File: config.mk
export PLATFORM = sky130hd
export DESIGN_NAME = unary_add_sched
export DESIGN_NICKNAME = d
export VERILOG_FILES = /design/src/rtl/unary_add_sched.sv
export SDC_FILE = /design/constraint.sdc
export NUM_CORES = 1
export LEC_CHECK = 0
export ABC_CLOCK_PERIOD_IN_PS = 2910
export BUFFER_PORTS_ARGS = -buffer_cell sky130_fd_sc_hd__buf_2
export CORE_MARGIN = 4
export CORE_UTILIZATION = 53
export CTS_CLUSTER_SIZE = 30
export DETAILED_ROUTE_END_ITERATION = 6
export PLACE_DENSITY = 0.91
export SETUP_SLACK_MARGIN = 0.4
export SLEW_MARGIN = 20
export SYNTH_ARGS = -nofsm -noshare
export SYNTH_HDL_FRONTEND = slang
export SYNTH_SLANG_ARGS = --single-unit
File: constraint.sdc
create_clock -name clk -period 2.91 [get_ports clk]
set_clock_uncertainty 0.2 [all_clocks]
set_input_delay 0.7275 -clock clk [delete_from_list [all_inputs] [get_ports clk]]
set_output_delay 0.7275 -clock clk [all_outputs]
set_load 0.05 [all_outputs]
File: src/rtl/unary_add_sched.sv
// Round-robin scheduler sharing one unary add/accumulate unit across NREQ requesters.
// Build option: define UNARY_SCHED_SAT_EN to saturate res_data to 2^W-1 on overflow.
module unary_add_sched #(
    parameter int NREQ  = 4,
    parameter int W     = 14,
    parameter int LEN_W = 16,
    localparam int IDW  = $clog2(NREQ)
) (
    input  logic                  clk,
    input  logic                  rst,
    input  logic [NREQ-1:0]       req_valid,
    input  logic [NREQ*LEN_W-1:0] req_len,
    input  logic [NREQ-1:0]       req_a,
    input  logic [NREQ-1:0]       req_b,
    output logic [NREQ-1:0]       gnt,
    output logic                  add_rst_n,
    output logic                  add_en,
    output logic                  add_rw,
    output logic                  add_a,
    output logic                  add_b,
    input  logic                  add_dout,
    input  logic                  add_c,
    output logic                  res_valid,
    input  logic                  res_ready,
    output logic [W-1:0]          res_data,
    output logic                  res_ovf,
    output logic [IDW-1:0]        res_id
);
    localparam int RDW = $clog2(W + 1);

    typedef enum logic [2:0] {IDLE, CLEAR, ACCUM, DRAIN, READ, RESP} state_t;

    state_t           state, state_nxt;
    logic [IDW-1:0]   last_id, id, pick;
    logic             pick_vld;
    logic [LEN_W-1:0] len_q, cnt;
    logic [RDW-1:0]   rd_cnt;
    logic [W-1:0]     sh, sh_nxt, res_nxt;
    logic             ovf;

    // First requesting index after last_id, wrapping around.
    always_comb begin
        pick     = '0;
        pick_vld = 1'b0;
        for (int k = 1; k <= NREQ; k++) begin
            if (!pick_vld && req_valid[(int'(last_id) + k) % NREQ]) begin
                pick     = IDW'((int'(last_id) + k) % NREQ);
                pick_vld = 1'b1;
            end
        end
    end

    assign sh_nxt = {add_dout, sh[W-1:1]};

`ifdef UNARY_SCHED_SAT_EN
    assign res_nxt = ovf ? '1 : sh_nxt;
`else
    assign res_nxt = sh_nxt;
`endif

    always_comb begin
        state_nxt = state;
        case (state)
            IDLE:    if (pick_vld) state_nxt = CLEAR;
            CLEAR:   state_nxt = (len_q == '0) ? DRAIN : ACCUM;
            ACCUM:   if (cnt == LEN_W'(1)) state_nxt = DRAIN;
            DRAIN:   state_nxt = READ;
            READ:    if (rd_cnt == RDW'(W)) state_nxt = RESP;
            RESP:    if (res_valid && res_ready) state_nxt = IDLE;
            default: state_nxt = IDLE;
        endcase
    end

    always_ff @(posedge clk) begin
        if (rst) begin
            state     <= IDLE;
            last_id   <= IDW'(NREQ - 1);
            id        <= '0;
            len_q     <= '0;
            cnt       <= '0;
            rd_cnt    <= '0;
            sh        <= '0;
            ovf       <= 1'b0;
            gnt       <= '0;
            add_rst_n <= 1'b0;
            add_en    <= 1'b0;
            add_rw    <= 1'b0;
            add_a     <= 1'b0;
            add_b     <= 1'b0;
            res_valid <= 1'b0;
            res_data  <= '0;
            res_ovf   <= 1'b0;
            res_id    <= '0;
        end else begin
            state <= state_nxt;
            case (state)
                IDLE: if (pick_vld) begin
                    id    <= pick;
                    len_q <= req_len[int'(pick)*LEN_W +: LEN_W];
                end
                CLEAR: begin
                    ovf    <= 1'b0;
                    sh     <= '0;
                    cnt    <= len_q;
                    rd_cnt <= '0;
                end
                ACCUM: begin
                    ovf <= ovf | add_c;
                    cnt <= cnt - LEN_W'(1);
                end
                // Carry from the final ACCUM add only becomes visible here.
                DRAIN: ovf <= ovf | add_c;
                READ: begin
                    rd_cnt <= rd_cnt + RDW'(1);
                    if (rd_cnt != '0) sh <= sh_nxt;
                end
                RESP: if (res_valid && res_ready) last_id <= id;
                default: ;
            endcase

            // Outputs are decoded from the next state so they align with it.
            gnt       <= (state_nxt == ACCUM) ? (NREQ'(1) << id) : '0;
            add_rst_n <= (state_nxt != CLEAR);
            add_en    <= (state_nxt == ACCUM) || (state_nxt == READ);
            add_rw    <= (state_nxt == READ);
            add_a     <= (state_nxt == ACCUM) && req_a[id];
            add_b     <= (state_nxt == ACCUM) && req_b[id];
            res_valid <= (state_nxt == RESP);
            if (state == READ && state_nxt == RESP) begin
                res_data <= res_nxt;
                res_ovf  <= ovf;
                res_id   <= id;
            end
        end
    end
endmodule

==> impl_metrics.toml, run 1 <==
[placement]
placed_area_sq_mm = 0.00473
dp_slack_ps = 213
dpl.hpwl_microns = 7690
gp_congestion = 0.852
io_buffers = 107

[floorplan]
die_y_microns = 96.0
die_x_microns = 96.0
die_area_sq_mm = 0.00922
num_rows = 31
pin_count = 108
initial_utilization_pct = 55.4
core_area_sq_mm = 0.00741

[pwr]
p_leak_nw = 2.05
clkPwrFrac_pct = 18.8
powerDensity_mw_per_mm2 = 828
p_sw_mw = 1.60
vdd_drop_max_mv = 0.340
power_frac_seq_pct = 40.7
power.internal_mw = 2.46
sw_frac_of_total_pct = 39.4
p_comb_share_pct = 40.5
power_mw = 4.06

[cells_and_area]
areaGrowthSynthToFinish_pct = 19.5
diodes = 0
design_area_sq_mm = 0.00491
multi_input_area_sq_mm = 0.00226
nets = 666
drive_gt1_share_pct = 27.8
seq_area_sq_mm = 0.00168
nFillCells = 612
utilization_pct = 66.2

[worst_setup_path]
r2r-end = "cnt[15]"
cp-end-kind = "register"
cp_max_fo = 5
rrSetupSlack_ps = 490
startpoint = "cnt[0]"
endpoint = "cnt[15]"
r2r_cells = 5
r2r_start = "cnt[0]"
crit_required_ps = 2980
startpoint_type = "register"
criticalPathCategory = "register to register"
critical_path_arrival_ps = 2500

[synth]
yosysUniqueCellTypes = 49
yosys-top-cells-area = "dfxtp_1 (41%), a21oi_1 (6.5%), nand3_1 (6.3%)"
async_reset_ff_share_pct = 0
synth_warnings = 0
synth-seq-cells = 84
synthCells = 491
ys_seq_area_share_pct = 41.0
synth_edf_count = 0
yosysTopAreaCellShare_pct = 41.0
yosysTopAreaCell = "dfxtp_1"
synthFlopType = "dfxtp_1"
synth_nets = 577
syn_area_sq_mm = 0.00411
synth_area_per_cell_sq_um = 8.36

[timing]
drv_slew = 0
period_needed_ps = 2420
relSlewSlack_pct = 46.0
hold_viol_final = 0
layout_setup_ws_ps = 487
setup_tns_ps = 0
rsz0062_at_grt = "false"
setup_viol = 0
fmax_mhz = 413
finalCritPeriodShare_pct = 83.3
worstMarginPinSlew_ps = 811

[route]
drc = 0
first_iter_violations = 272
via_count = 4030
wire_per_inst_microns = 15.1
final_antenna_net_count = 0
first_pass_iters = 5
viasPerCell = 5.91
wirelength_microns = 10300

[min_path]
hp-class = "register to register"

[clock_network]
clkLatencyLatePin_ps = 350
ctsRootBufferMaster = "clkbuf_8"
clock-sinks = 84
path_clk_slew_ps = 80
cts_tree = "done"
post_cts_buffers = 0
cts_buffers = 9
htreeDepth = 3
clk_path_buf_depth = 2

[run_status]
status = "complete, no violations"

[global_route]
grt_usage_pct = 23.0
overflow = 0
grt_pass1_vias = 3862
antenna_found_initial = 0
grt_pass1_wl_microns = 16900
grt_max_degree = 40

[run]
max-cap-violations = 0
==> flip-flops by register name (all words and copies together) (netlist names) <==
signal	flops
cnt	16
len_q	16
res_data	14
sh	13
gnt	4
rd_cnt	4
state	3
id	2
last_id	2
res_id	2
add_a	1
add_b	1
add_en	1
add_rst_n	1
add_rw	1
ovf	1
res_ovf	1
res_valid	1
==> through the flow <==
step | std cells | hold slack [ps]
2_1_floorplan | 491 | 232
3_3_place_gp | 668 | 239
3_5_place_dp | 668 | 244
4_1_cts | 682 | 255
5_1_grt | 682 | 280
6_report | 682 | 253
==> final cells by class <==
cell class	instances	share of cell area (%)
Multi-Input combinational cell	357	46.1
Sequential cell	84	34.3
Inverter	10	0.765
Clock inverter	3	0.816
Timing Repair Buffer	118	12.9
Clock buffer	11	2.68
Tap cell	99	2.52
==> how the worst min path moves through the flow <==
stage | from | end | slack, ps | cells after the start
2_1_floorplan | sh[1] | res_data[0] | 230 | 2
3_3_place_gp | res_data[13] | res_data[13] | 240 | 2
3_5_place_dp | res_data[12] | res_data[12] | 240 | 2
4_1_cts | res_data[12] | res_data[12] | 250 | 2
5_1_grt | res_data[13] | res_data[13] | 280 | 2
6_report | res_data[12] | res_data[12] | 250 | 2
==> placed cells by master (no fill, tap or decap), drive strengths merged, types with 3 or more instances in the layout <==
cell / synthesis / routed
o311ai: 3 / 3
nand3b: 3 / 3
nor4: 8 / 8
a221o: 16 / 16
nand2: 63 / 63
a31oi: 4 / 4
o21ai: 13 / 13
nor2: 30 / 30
or3: 8 / 8
dfxtp: 84 / 84
ha: 5 / 5
a21oi: 53 / 53
or4: 5 / 5
buf: 11 / 118
nand4: 3 / 3
or2: 4 / 4
nand3: 52 / 52
clkbuf: 29 / 11
nor3: 7 / 7
a22oi: 5 / 5
mux2: 17 / 17
inv: 10 / 10
o211ai: 4 / 4
nor3b: 4 / 4
mux2i: 19 / 19
nor2b: 8 / 8
==> synth_stat cells (all sizes together) (2+ instances only) <==
| master | n |
|---|---|
| nand2 | 63 |
| nand3 | 52 |
| buf | 11 |
| nor4 | 8 |
| mux2i | 19 |
| o22ai | 2 |
| nor2 | 30 |
| dfxtp | 84 |
| or4 | 5 |
| a211oi | 2 |
| a21oi | 53 |
| nand2b | 2 |
| nand4 | 3 |
| ha | 5 |
| a221o | 16 |
| clkbuf | 29 |
| o21ai | 13 |
| nand3b | 3 |
| mux2 | 17 |
| a22oi | 5 |
| o311ai | 3 |
| or2 | 4 |
| inv | 10 |
| a221oi | 2 |
| nor3 | 7 |
| mux4 | 2 |
| o211ai | 4 |
| a31oi | 4 |
| a21o | 2 |
| or3 | 8 |
| nor3b | 4 |
| nor2b | 8 |
==> critical path, cell delays in order (launching register included) <==
cell and delay (ps):
dfxtp_1 360, or4_1 570, or4_4 550, nor4_2 190
mux2_2 360, nor3_1 120
==> layer usage <==
metal	global-route usage, %	up-vias	share of wire (%)
met5	0	-	0
met1	27.0	1809	40
met4	11.1	0	2.8
li1	-	1959	-
met2	39.0	225	48
met3	5.94	37	9.3
==> cell families after synthesis <==
logic type	Yosys count	synth area share [%]
buf+inv	50	4.97
mux	38	10.4
xor+xnor	1	0.213
flops	84	41.0
simple gates	204	25.0
compound gates	109	16.9
fa+ha+maj	5	1.52
==> repair_timing <==
action	in CTS	in global routing
hold buffers	0	0
setup endpoints to repair	16	5
pin swaps	0	0
resized for setup	1	3
gates cloned	0	0
==> power by group through the flow <==
stage	combinational, mW	sequential (mW)	clock [mW]
detailed placement	1.60	1.67	0
CTS	1.61	1.64	0.775
finish	1.65	1.65	0.762
global placement	1.53	1.65	0
floorplan	1.20	1.65	0
global route	1.81	1.69	0.818
Power figures use the tool's default switching activity.
==> inputs of run 2 (changes only) <==
Settings changed: ABC_AREA set to 1, ABC_CLOCK_PERIOD_IN_PS 2910 to 2200, CORE_UTILIZATION 53 to 49, PLACE_DENSITY 0.91 to 0.87.
Clock period 2.91 ns to 2.2 ns, I/O delays scaled along.
==> impl_metrics.toml, run 2 <==
[synth]
yosysTopAreaCell = "dfxtp_1"
yosysTopAreaCellShare_pct = 35.5
syn_area_sq_mm = 0.00473
synth_most_common_cell = "inv_1"
async_reset_ff_share_pct = 0
synth_nets = 811
synthCells = 725
synth-seq-cells = 84
synth_edf_count = 0
synth_warnings = 0
yosysUniqueCellTypes = 39
synth_common_cells = "inv_1 (153), nand2_1 (127), nand3_1 (94), dfxtp_1 (84), a21oi_1 (62)"
ys_seq_area_share_pct = 35.5
synth_area_per_cell_sq_um = 6.53
yosys-top-cells-area = "dfxtp_1 (36%), inv_1 (12%), nand2_1 (10%)"
synthFlopType = "dfxtp_1"

[pwr]
p_sw_mw = 2.02
power.internal_mw = 2.90
clkPwrFrac_pct = 21.3
power_frac_seq_pct = 38.2
power_mw = 4.92
powerDensity_mw_per_mm2 = 782
p_leak_nw = 3.21
vdd_drop_max_mv = 0.407
p_comb_share_pct = 40.4
sw_frac_of_total_pct = 41.0

[cells_and_area]
nFillCells = 694
final_common_cell = "inv_1"
mostFrequentLayoutCells = "inv_1 (148), nand2_1 (107), buf_2 (107), nand3_1 (83), dfxtp_1 (78)"
nets = 937
design_area_sq_mm = 0.00629
top_regs = "cnt (16), len_q (16), res_data (14)"
areaGrowthSynthToFinish_pct = 33.0
drive_gt1_share_pct = 30.1
diodes = 0

[worst_setup_path]
cp-end-kind = "register"
crit_required_ps = 2260
startpoint_type = "register"
cp_max_fo = 9
criticalPathCategory = "register to register"
critical_path_arrival_ps = 2230

[floorplan]
die_x_microns = 106
die_area_sq_mm = 0.0113
die_y_microns = 106
initial_utilization_pct = 50.8
pin_count = 108
num_rows = 35
core_area_sq_mm = 0.00933

[clock_network]
clkLatencyLatePin_ps = 370
cts_buffers = 9
cts_tree = "done"
path_clk_slew_ps = 100
ctsRootBufferMaster = "clkbuf_8"
htreeDepth = 3
clk_path_buf_depth = 2
cts_hold_buffers = 0
clock-sinks = 84

[placement]
gp_congestion = 0.930
io_buffers = 107
dpl.hpwl_microns = 8740
placed_area_sq_mm = 0.00552
dp_slack_ps = -33.0

[route]
wirelength_microns = 14500
viasPerCell = 5.46
final_antenna_net_count = 0
first_pass_iters = 5
wire_per_inst_microns = 14.7
first_iter_violations = 481
drc = 0
via_count = 5374

[timing]
relSlewSlack_pct = 75.1
layout_setup_ws_ps = 37.6
hold_viol_final = 0
period_needed_ps = 2160
setup_viol = 0
drv_slew = 0
rsz0062_at_grt = "true"
fmax_mhz = 462
holdWs_ps = 226
finalCritPeriodShare_pct = 98.3
worstMarginPinSlew_ps = 370

[global_route]
grt_usage_pct = 23.6
grt_pass1_vias = 4935
grtUsageMet3_pct = 6.19
use_met1_pct = 27.7
grt_pass1_wl_microns = 22000
overflow = 0
grt_max_degree = 54
top_usage_layer = "met2"
antenna_found_initial = 0
grt_use_met2_pct = 41.4

[run]
max-cap-violations = 0

[min_path]
hp-class = "primary input to register"

[run_status]
status = "complete, no violations"
run 2: cell count changes after synthesis, moves of 16 or more:
cell,change
a221o_1,-16
nand2_1,+64
mux2i_1,-19
nand3_1,+42
o21ai_0,+23
mux2_2,-17
inv_1,+143
run 2: metal layers:
layer	vias up	part of all wire, %
met5	-	0
met1	2417	38
li1	2556	-
met2	327	49
met3	74	8.5
met4	0	4.4
run 2: logic make-up (layout without fill, tap and decap cells):
logic type / Yosys count / in the layout / synth area share, %
AOI/OAI and AO/OA: 128 / 128 / 14.7
xor gates and xnor gates: 3 / 3 / 0.555
adders and majority gates: 5 / 5 / 1.32
buffers and inverters: 194 / 322 / 16.7
DFF: 84 / 84 / 35.5
and+or+nand+nor: 311 / 314 / 31.3
run 2: cell type report:
| type | instances | area [sq um] | area share [%] |
|---|---|---|---|
| Timing Repair inverter | 1 | 8.76 | 0.139 |
| Clock inverter | 6 | 46.3 | 0.735 |
| Clock buffer | 10 | 138 | 2.19 |
| Tap cell | 129 | 161 | 2.56 |
| Sequential cell | 84 | 1690 | 26.9 |
| Multi-Input combinational cell | 450 | 2580 | 41.1 |
| Inverter | 161 | 632 | 10.0 |
| Timing Repair Buffer | 144 | 1030 | 16.4 |
run 2: path summary, 6_finish.rpt:
path / cells past startpoint / start / to / slack, ps
worst max-delay path: 16 / last_id[0] / len_q[15] / 40
worst min-delay path: 3 / add_dout / res_data[13] / 230
worst max register to register: 16 / last_id[0] / len_q[15] / 40
worst min register to register: 2 / ovf / res_ovf / 260
run 2: stage by stage:
step / instances / TNS, ps / util (%)
6_report: 985 / 0 / 67.5
5_1_grt: 985 / -244 / 67.5
4_1_cts: 977 / 0 / 64.8
3_5_place_dp: 944 / -179 / 59.2
3_3_place_gp: 944 / 0 / 59.2
2_1_floorplan: 725 / 0 / -
run 2: power groups by stage:
stage          logic (mW)  registers (mW)  clock network (mW)
6_report             1.99            1.88                1.05
5_1_grt              2.19            1.90                1.13
4_1_cts              1.76            1.85                1.06
3_3_place_gp         1.61            1.88                   0
3_5_place_dp         1.64            1.89                   0
2_1_floorplan        1.16            1.91                   0
run 2: critical path: stages (launching register included):
cell	delay [ps]
dfxtp_2	340
buf_12	150
inv_12	70
nand2_4	50
nand2_4	90
nand2_4	70
nand2_8	100
nor2_2	50
nor2_2	180
nand2_4	110
buf_12	170
nand2_4	130
nand2_1	60
nand3_1	80
nand3_1	80
nand2_1	70
inv_1	50
run 2: what timing repair did:
| item | 4_1_cts | 5_1_grt |
|---|---|---|
| pin swaps | 6 | 18 |
| setup buffers | 13 | 5 |
| setup endpoints to repair | 28 | 64 |
| cloned | 4 | 3 |
| resized for setup | 32 | 44 |
==> inputs of run 3 (changes only) <==
Settings changed: ABC_AREA 1 to unset, CORE_UTILIZATION 49 to 48, PLACE_DENSITY 0.87 to 0.88.
==> impl_metrics.toml, run 3 (synthesis gave the netlist of run 1 again) <==
[clock_network]
path_clk_slew_ps = 90
clkLatencyLatePin_ps = 360
cts_tree = "done"
cts_buffers = 9
clk_path_buf_depth = 2
cts_hold_buffers = 0
htreeDepth = 3
ctsRootBufferMaster = "clkbuf_8"
clock-sinks = 84

[global_route]
grt_max_degree = 57
antenna_found_initial = 0
grt_pass1_wl_microns = 20500
overflow = 0
grt_pass1_vias = 4385
grt_usage_pct = 25.2

[cells_and_area]
nets = 720
diodes = 0
mostFrequentLayoutCells = "buf_2 (106), dfxtp_1 (74), nand2_1 (63), a21oi_1 (51), nand3_1 (50)"
top_regs = "cnt (16), len_q (16), res_data (14)"
final_common_cell = "buf_2"
drive_gt1_share_pct = 41.0
areaGrowthSynthToFinish_pct = 43.0
nFillCells = 579

[placement]
gp_congestion = 0.895
dpl.hpwl_microns = 8280
dp_slack_ps = -165
io_buffers = 107

[timing]
hold_viol_final = 0
relSlewSlack_pct = 57.4
setup_viol = 3
rsz0062_at_grt = "true"
drv_slew = 0
period_needed_ps = 2300
finalCritPeriodShare_pct = 105
fmax_mhz = 434
worstMarginPinSlew_ps = 636
layout_setup_ws_ps = -104
holdWs_ps = 251

[floorplan]
die_x_microns = 100
die_area_sq_mm = 0.0101
pin_count = 108
num_rows = 33
die_y_microns = 100
core_area_sq_mm = 0.00826
initial_utilization_pct = 49.7

[worst_setup_path]
startpoint_type = "register"
cp_max_fo = 2
criticalPathCategory = "register to register"
crit_required_ps = 2290
critical_path_arrival_ps = 2390
cp-end-kind = "register"

[min_path]
hp-class = "primary input to register"

[route]
first_iter_violations = 325
wire_per_inst_microns = 17.9
drc = 3
first_pass_iters = 7
via_count = 4500
wirelength_microns = 13300
viasPerCell = 6.05
final_antenna_net_count = 0

[pwr]
vdd_drop_max_mv = 0.544
power_mw = 7.08
powerDensity_mw_per_mm2 = 1210
p_leak_nw = 2.49

[run]
max-cap-violations = 0

[run_status]
violations = "design-rule violations, negative setup slack"
status = "finished, violations left"
[run 3: worst max-delay path, cell delays in order (launching register included)]
cell,delay [ps]
dfxtp_2,330
or4_4,540
or4_4,550
nor4_4,200
mux2_4,340
nor3_2,90
[run 3: per-stage QoR]
| step | instances | TNS, ps | utilization, % | instance area [sq um] |
|---|---|---|---|---|
| after detailed placement | 702 | -2380 | 61.1 | 5050 |
| after global placement | 702 | -1070 | 61.1 | 5050 |
| after global routing | 744 | -407 | 71.1 | 5870 |
| after floorplan | 491 | -146 | - | 4300 |
| after CTS | 736 | -190 | 68.2 | 5640 |
| final | 744 | -181 | 71.1 | 5870 |
[run 3: routing by layer]
layer | GRT usage (%) | part of all wire (%)
met5 | 0 | 0
met4 | 11.9 | 4.2
met3 | 5.61 | 7.9
met2 | 44.3 | 50
met1 | 28.8 | 38
[run 3: cell type report]
type                            instances  area [sq um]  area share (%)
Sequential cell                        84          1700            29.0
Inverter                               10          37.5           0.639
Tap cell                              105           131            2.24
Clock inverter                          7           101            1.73
Timing Repair Buffer                  172          1200            20.4
Clock buffer                            9           124            2.11
Multi-Input combinational cell        357          2570            43.8
[run 3: final timing paths]
path	from	to	slack (ps)	cells after the start
setup / recovery	cnt[3]	cnt[15]	-100	5
hold / removal	add_dout	sh[13]	250	3
setup reg to reg	cnt[3]	cnt[15]	-100	5
hold reg to reg	res_data[13]	res_data[13]	250	2
[run 3: report_power, final]
part,switching [mW],leakage [nW],internal (mW),total [mW]
clock,0.567,0.106,0.644,1.21
combinational,1.89,1.70,1.78,3.68
sequential,0.346,0.687,1.85,2.20
[run 3: what timing repair did]
action                     in CTS  in global routing
buffers inserted               15                  8
setup endpoints to repair      72                 75
gates resized for setup        43                 49
pin swaps                       9                 11
cloned                          3                  0
